$ cat config.mk
export PLATFORM = sky130hd
export DESIGN_NAME = if_stage
export DESIGN_NICKNAME = d
export VERILOG_FILES = /design/src/rtl/if_stage_pkg.sv /design/src/rtl/if_skid_buf.sv /design/src/rtl/if_stage.sv
export SDC_FILE = /design/constraint.sdc
export NUM_CORES = 1
export LEC_CHECK = 0
export ABC_AREA = 1
export BUFFER_PORTS_ARGS = -buffer_cell sky130_fd_sc_hd__buf_2
export CORE_UTILIZATION = 45
export CTS_BUF_LIST = sky130_fd_sc_hd__clkbuf_8
export CTS_CLUSTER_SIZE = 24
export DETAILED_ROUTE_END_ITERATION = 8
export PLACE_DENSITY_LB_ADDON = 0.08
export SLEW_MARGIN = 25
export SYNTH_ARGS = -nofsm -noshare
export SYNTH_HDL_FRONTEND = slang
export SYNTH_HIERARCHICAL = 1
export SYNTH_SLANG_ARGS = --single-unit
export TNS_END_PERCENT = 20
$ cat constraint.sdc
create_clock -name clk -period 1.9 [get_ports clk]
set_clock_uncertainty 0.2 [all_clocks]
set_input_delay 0.57 -clock clk [delete_from_list [all_inputs] [get_ports clk]]
set_output_delay 0.57 -clock clk [all_outputs]
set_load 0.02 [all_outputs]
$ cat src/rtl/if_stage_pkg.sv
// Shared RV32I fetch definitions: widths, NOP encoding, fetch FSM states and
// the {instr, pc} entry carried by the IF/ID register and skid buffer.
package if_stage_pkg;

  localparam int unsigned XLEN       = 32;
  localparam int unsigned INST_WIDTH = 32;

  // addi x0, x0, 0
  localparam logic [INST_WIDTH-1:0] NOP_ENC = 32'h0000_0013;

  typedef enum logic [1:0] {
    ST_IDLE  = 2'd0,
    ST_FETCH = 2'd1,
    ST_WAIT  = 2'd2,
    ST_DROP  = 2'd3
  } fetch_state_e;

  typedef struct packed {
    logic [INST_WIDTH-1:0] instr;
    logic [XLEN-1:0]       pc;
  } fetch_entry_t;

  // Clear the byte-offset bits of an address.
  function automatic logic [XLEN-1:0] word_align(input logic [XLEN-1:0] addr);
    return addr & ~XLEN'(3);
  endfunction

endpackage

$ cat src/rtl/if_skid_buf.sv
// One-entry {instr, pc} holding register that absorbs a fetch response
// arriving while the IF/ID register is stalled.
module if_skid_buf
  import if_stage_pkg::*;
(
  input  logic                  clk,
  input  logic                  rst_n,
  input  logic                  load,
  input  logic                  drain,
  input  logic                  clear,
  input  logic [INST_WIDTH-1:0] load_instr,
  input  logic [XLEN-1:0]       load_pc,
  output logic                  valid,
  output logic [INST_WIDTH-1:0] instr,
  output logic [XLEN-1:0]       pc
);

  fetch_entry_t entry_q;
  logic         valid_q;

  // clear (redirect) beats load, load beats drain
  always_ff @(posedge clk or negedge rst_n) begin
    if (!rst_n) begin
      valid_q <= 1'b0;
      entry_q <= '0;
    end else if (clear) begin
      valid_q <= 1'b0;
    end else if (load) begin
      valid_q       <= 1'b1;
      entry_q.instr <= load_instr;
      entry_q.pc    <= load_pc;
    end else if (drain) begin
      valid_q <= 1'b0;
    end
  end

  assign valid = valid_q;
  assign instr = entry_q.instr;
  assign pc    = entry_q.pc;

endmodule

$ cat src/rtl/if_stage.sv
// RV32I instruction-fetch stage: PC, next-PC selection, single-outstanding
// IMEM port and the IF/ID register. Optional IF_PERF_COUNTERS_EN adds counters.
module if_stage
  import if_stage_pkg::*;
#(
  parameter logic [XLEN-1:0]       RESET_PC  = 32'h0000_0000,
  parameter logic [INST_WIDTH-1:0] NOP_INSTR = NOP_ENC
) (
  input  logic                  clk,
  input  logic                  rst_n,
  input  logic                  stall_i,
  input  logic                  redirect_i,
  input  logic [XLEN-1:0]       redirect_pc_i,
  output logic                  imem_req_o,
  output logic [XLEN-1:0]       imem_addr_o,
  input  logic                  imem_gnt_i,
  input  logic                  imem_rvalid_i,
  input  logic [INST_WIDTH-1:0] imem_rdata_i,
  output logic                  if_id_valid_o,
  output logic [INST_WIDTH-1:0] if_id_instr_o,
  output logic [XLEN-1:0]       if_id_pc_o
`ifdef IF_PERF_COUNTERS_EN
  ,
  output logic [31:0]           perf_fetched_o,
  output logic [31:0]           perf_stall_o
`endif
);

  fetch_state_e          state_q;
  fetch_state_e          state_nxt;
  logic [XLEN-1:0]       pc_q;

  logic                  xfer;
  logic                  accept;
  logic                  skid_load;
  logic                  skid_drain;

  logic                  skid_valid;
  logic [INST_WIDTH-1:0] skid_instr;
  logic [XLEN-1:0]       skid_pc;

  logic                  if_id_valid_q;
  logic [INST_WIDTH-1:0] if_id_instr_q;
  logic [XLEN-1:0]       if_id_pc_q;

  // FSM state register
  always_ff @(posedge clk or negedge rst_n) begin
    if (!rst_n) begin
      state_q <= ST_IDLE;
    end else begin
      state_q <= state_nxt;
    end
  end

  // FSM next state; a response that lands with a redirect ends the outstanding
  // fetch, so nothing is left to drop
  always_comb begin
    state_nxt = state_q;
    unique case (state_q)
      ST_IDLE: begin
        state_nxt = ST_FETCH;
      end
      ST_FETCH: begin
        if (redirect_i) begin
          state_nxt = xfer ? ST_DROP : ST_FETCH;
        end else if (xfer) begin
          state_nxt = ST_WAIT;
        end
      end
      ST_WAIT: begin
        if (imem_rvalid_i) begin
          state_nxt = ST_FETCH;
        end else if (redirect_i) begin
          state_nxt = ST_DROP;
        end
      end
      ST_DROP: begin
        if (imem_rvalid_i) begin
          state_nxt = ST_FETCH;
        end
      end
      default: begin
        state_nxt = ST_IDLE;
      end
    endcase
  end

  // FSM outputs and datapath strobes
  always_comb begin
    imem_req_o = 1'b0;
    xfer       = 1'b0;
    accept     = 1'b0;
    skid_load  = 1'b0;
    skid_drain = 1'b0;

    imem_req_o = (state_q == ST_FETCH) && !skid_valid && !redirect_i;
    xfer       = imem_req_o && imem_gnt_i;
    accept     = (state_q == ST_WAIT) && imem_rvalid_i && !redirect_i;
    skid_load  = accept && stall_i;
    skid_drain = skid_valid && !stall_i && !redirect_i;
  end

  assign imem_addr_o = word_align(pc_q);

  // PC: redirect target, else advance when the current fetch returns
  always_ff @(posedge clk or negedge rst_n) begin
    if (!rst_n) begin
      pc_q <= RESET_PC;
    end else if (redirect_i) begin
      pc_q <= word_align(redirect_pc_i);
    end else if ((state_q == ST_WAIT) && imem_rvalid_i) begin
      pc_q <= pc_q + XLEN'(4);
    end
  end

  if_skid_buf u_skid (
    .clk        (clk),
    .rst_n      (rst_n),
    .load       (skid_load),
    .drain      (skid_drain),
    .clear      (redirect_i),
    .load_instr (imem_rdata_i),
    .load_pc    (pc_q),
    .valid      (skid_valid),
    .instr      (skid_instr),
    .pc         (skid_pc)
  );

  // IF/ID register: redirect > skid drain > new response > bubble; stall holds
  always_ff @(posedge clk or negedge rst_n) begin
    if (!rst_n) begin
      if_id_valid_q <= 1'b0;
      if_id_instr_q <= NOP_INSTR;
      if_id_pc_q    <= '0;
    end else if (redirect_i) begin
      if_id_valid_q <= 1'b0;
      if_id_instr_q <= NOP_INSTR;
    end else if (skid_drain) begin
      if_id_valid_q <= 1'b1;
      if_id_instr_q <= skid_instr;
      if_id_pc_q    <= skid_pc;
    end else if (accept && !stall_i) begin
      if_id_valid_q <= 1'b1;
      if_id_instr_q <= imem_rdata_i;
      if_id_pc_q    <= pc_q;
    end else if (!stall_i) begin
      if_id_valid_q <= 1'b0;
      if_id_instr_q <= NOP_INSTR;
    end
  end

  assign if_id_valid_o = if_id_valid_q;
  assign if_id_instr_o = if_id_instr_q;
  assign if_id_pc_o    = if_id_pc_q;

`ifdef IF_PERF_COUNTERS_EN
  logic [31:0] perf_fetched_q;
  logic [31:0] perf_stall_q;

  // wrapping event counters
  always_ff @(posedge clk or negedge rst_n) begin
    if (!rst_n) begin
      perf_fetched_q <= '0;
      perf_stall_q   <= '0;
    end else begin
      if (accept) begin
        perf_fetched_q <= perf_fetched_q + 32'd1;
      end
      if (stall_i && if_id_valid_q) begin
        perf_stall_q <= perf_stall_q + 32'd1;
      end
    end
  end

  assign perf_fetched_o = perf_fetched_q;
  assign perf_stall_o   = perf_stall_q;
`endif

endmodule

==> results.py <==
metrics = {
    "status": {
        "status": "finished, violations left",
        "violations": "setup timing",
    },
    "logic_synthesis": {
        "synthArstFlopShare_pct": 100,
        "yosys.area.top_type_share_pct": 49.1,
        "synth_cell_types": 34,
        "avgSynthCellArea_um2": 7.72,
        "synth_area_leaders": "dfrtp_1 (49%), nand2_1 (18%), nand3_1 (10%)",
        "ys_warn_count": 6,
        "syn_inst": 1049,
        "yosys.area.top_type": "dfrtp_1",
        "synth_seq_cells": 162,
        "yosysSeqAreaShare_pct": 50.1,
        "synth-edff-count": 0,
        "synth-main-ff-cell": "dfrtp_1",
        "netlist_area_mm2": 0.00810,
    },
    "worst_setup_path": {
        "criticalPathCategory": "register to output pin",
        "endpoint_kind": "output pin",
        "startpoint": "state_q[1]",
        "arrival_ns": 1.50,
        "critPathMaxFanout": 3,
        "cp-start-kind": "register",
        "r2r_start": "state_q[1]",
        "rrSetupSlack_ns": 0.08,
        "worstPathRequired_ns": 1.13,
    },
    "pwr": {
        "combPwrFrac_pct": 30.3,
        "p_sw_share_pct": 35.9,
        "cellLeakagePower_uw": 0.00554,
        "power_uw": 11100,
        "p_seq_share_pct": 45.8,
        "pwr_density_cell_mw_per_mm2": 1080,
        "p_int_uw": 7100,
        "p_clk_share_pct": 23.9,
        "switchingPower_uw": 3980,
        "peakVddDrop_uv": 708,
    },
    "clock_network": {
        "clockRootBuffer": "clkbuf_8",
        "cts_sinks": 162,
        "clkTransAtPathRegs_ns": 0.09,
        "htree_levels": 4,
        "clk-insertion-delay-late_ns": 0.46,
        "cts_tree": "built",
        "ctsLongestPathBuffers": 2,
        "cts_buffers": 17,
    },
    "route": {
        "drt_iter0_drc": 478,
        "wl_per_cell_um": 15.2,
        "via_per_inst": 5.12,
        "route.vias.total": 7616,
        "drc": 0,
        "drt_pass1_iterations": 5,
        "ant_nets": 0,
        "drt-total-wl_mm": 22.6,
    },
    "finish": {
        "syn2layout_area_growth_pct": 27.2,
        "postLayoutCoreUtil_pct": 59.2,
        "finalNetCount": 1324,
        "antenna_cells": 0,
        "fillerInstances": 1627,
        "final_cells": 1488,
        "design_area_mm2": 0.0103,
        "drive_gt1_share_pct": 26.6,
    },
    "job": {
        "maxCapViolations": 0,
    },
    "sta": {
        "hold_viol": 0,
        "fmax_ghz": 0.441,
        "setup_slack_ns": -0.368,
        "finalSetupViolCount": 2,
        "rsz0062_at_grt": "yes",
        "final.setup.tns_ns": -0.372,
        "min_period_ns": 2.27,
        "min_period_over_period_pct": 119,
        "slew_violations": 0,
    },
    "grt": {
        "gr-usage-met2_pct": 39.1,
        "grt_max_degree": 55,
        "met1_usage_pct": 36.6,
        "grt-ovfl-total": 0,
        "antenna_found_initial": 0,
        "grt_busiest_layer": "met2",
        "first_global_vias": 7149,
        "grt_usage_pct": 25.5,
        "grt_use_met3_pct": 5.11,
        "grt_pass1_wl_mm": 36.7,
    },
    "place": {
        "place.gp.congestion": 0.847,
        "dp_cells": 1438,
        "port_buffers": 163,
        "placed_cell_area_mm2": 0.00947,
        "hpwl_mm": 15.3,
    },
    "floorplan": {
        "fp.dieW_um": 136,
        "ios": 168,
        "rows": 48,
        "initial_core_util_pct": 46.5,
        "die_y_um": 136,
        "core_mm2": 0.0174,
        "dieArea_mm2": 0.0185,
    },
    "min_path": {
        "min_from": "imem_rdata_i[19]",
        "hp-class": "input pin to register",
    },
}
[path summary, 6_finish.rpt]
check / cells after the start / end
min: 3 / if_id_instr_o[19]
max: 7 / imem_req_o
min reg2reg: 2 / u_skid/pc[2]
min in group asynchronous: 2 / if_id_pc_o[8]
max in group asynchronous: 3 / if_id_instr_o[1]
max reg2reg: 11 / pc_q[23]
[power groups by stage]
stage,sequential (uW),combinational (uW),clock [uW]
detailed placement,5130,3050,0
CTS,5070,3220,2730
global placement,5110,2990,0
global route,5200,3740,2860
floorplan,5560,1360,0
finish,5070,3360,2650
[placed cells by master (no fill, tap or decap), types with 3 or more instances in the layout]
cell type,count
inv_1,61
nor2_1,76
a21oi_1,11
dfrtp_1,136
inv_2,7
nor2_2,9
nand2_2,7
nand2_1,392
conb_1,4
clkbuf_8,18
ha_1,3
buf_4,55
a31oi_1,33
nand2_4,6
o21ai_1,3
nor2_4,7
dfstp_2,3
buf_12,14
buf_6,33
o211ai_1,7
o21ai_0,29
buf_2,136
dfrtp_2,23
nand3_1,162
bufinv_16,3
[state kept, by name, summed over array words and instances (netlist names)]
signal,flops
if_id_instr_o,32
if_id_pc_o,32
if_id_valid_o,1
pc_q,30
state_q,2
u_skid/instr,32
u_skid/pc,32
u_skid/valid,1
[cells in the mapped netlist, types with 3 or more instances]
master and count:
dfstp_2 3, buf_1 3, ha_1 4, buf_6 3
nor2_1 82, inv_2 5, inv_1 60, a21oi_1 11
buf_4 18, nand2_4 4, buf_2 26, o21ai_0 31
nand3_1 162, a31oi_1 33, dfrtp_1 159, clkbuf_1 9
o211ai_1 7, nand2_1 393, nor2_2 7, nor2_4 3
nand2_2 9
[per-layer routing]
layer  vias to the layer above  routed length [um]
met3                        19                1370
met1                      3585               10500
met2                       244               10400
met5                         -                   0
met4                         0                 280
li1                       3768                   -
[per-stage QoR]
stage,worst slack (ns),hold WS (ns)
after global routing,-0.490,0.127
after global placement,-0.0787,0.224
after floorplan,0.00739,0.0744
after CTS,-0.397,0.124
after detailed placement,-0.0723,0.222
final,-0.368,0.158
[area by class of cell]
class	instances	area (um2)	share of cell area [%]
clock buffers	18	248	2.40
clock inverters	14	164	1.59
inverters	66	250	2.43
multi-input cells	764	3520	34.1
flip-flops and latches	162	4090	39.7
well taps	225	282	2.73
repair buffers	239	1760	17.0
[timing repair]
action,4_1_cts,5_1_grt
setup endpoints to repair,34,60
resized for setup,65,38
gates cloned,0,0
pin swaps,0,3
hold buffers,1,0
buffers inserted,6,15
endpoints found under the hold margin,66,0
[cells by family (layout without fill, tap and decap cells)]
family / count (synthesis) / after routing / synth area share (%)
other cells: 1 / 4 / 0.0463
compound gates: 91 / 91 / 6.61
fa+ha+maj: 4 / 4 / 0.618
flops: 162 / 162 / 50.1
buf+inv: 126 / 337 / 7.51
simple gates: 665 / 665 / 35.1
[worst max-delay path, cell delays in order (launching register included)]
cell	delay [ns]
dfrtp_1	0.38
inv_1	0.06
ha_1	0.15
inv_2	0.05
nor2_4	0.12
inv_2	0.05
nor2_4	0.11
buf_6	0.13
Note: power is estimated with default switching activity, not from simulation.
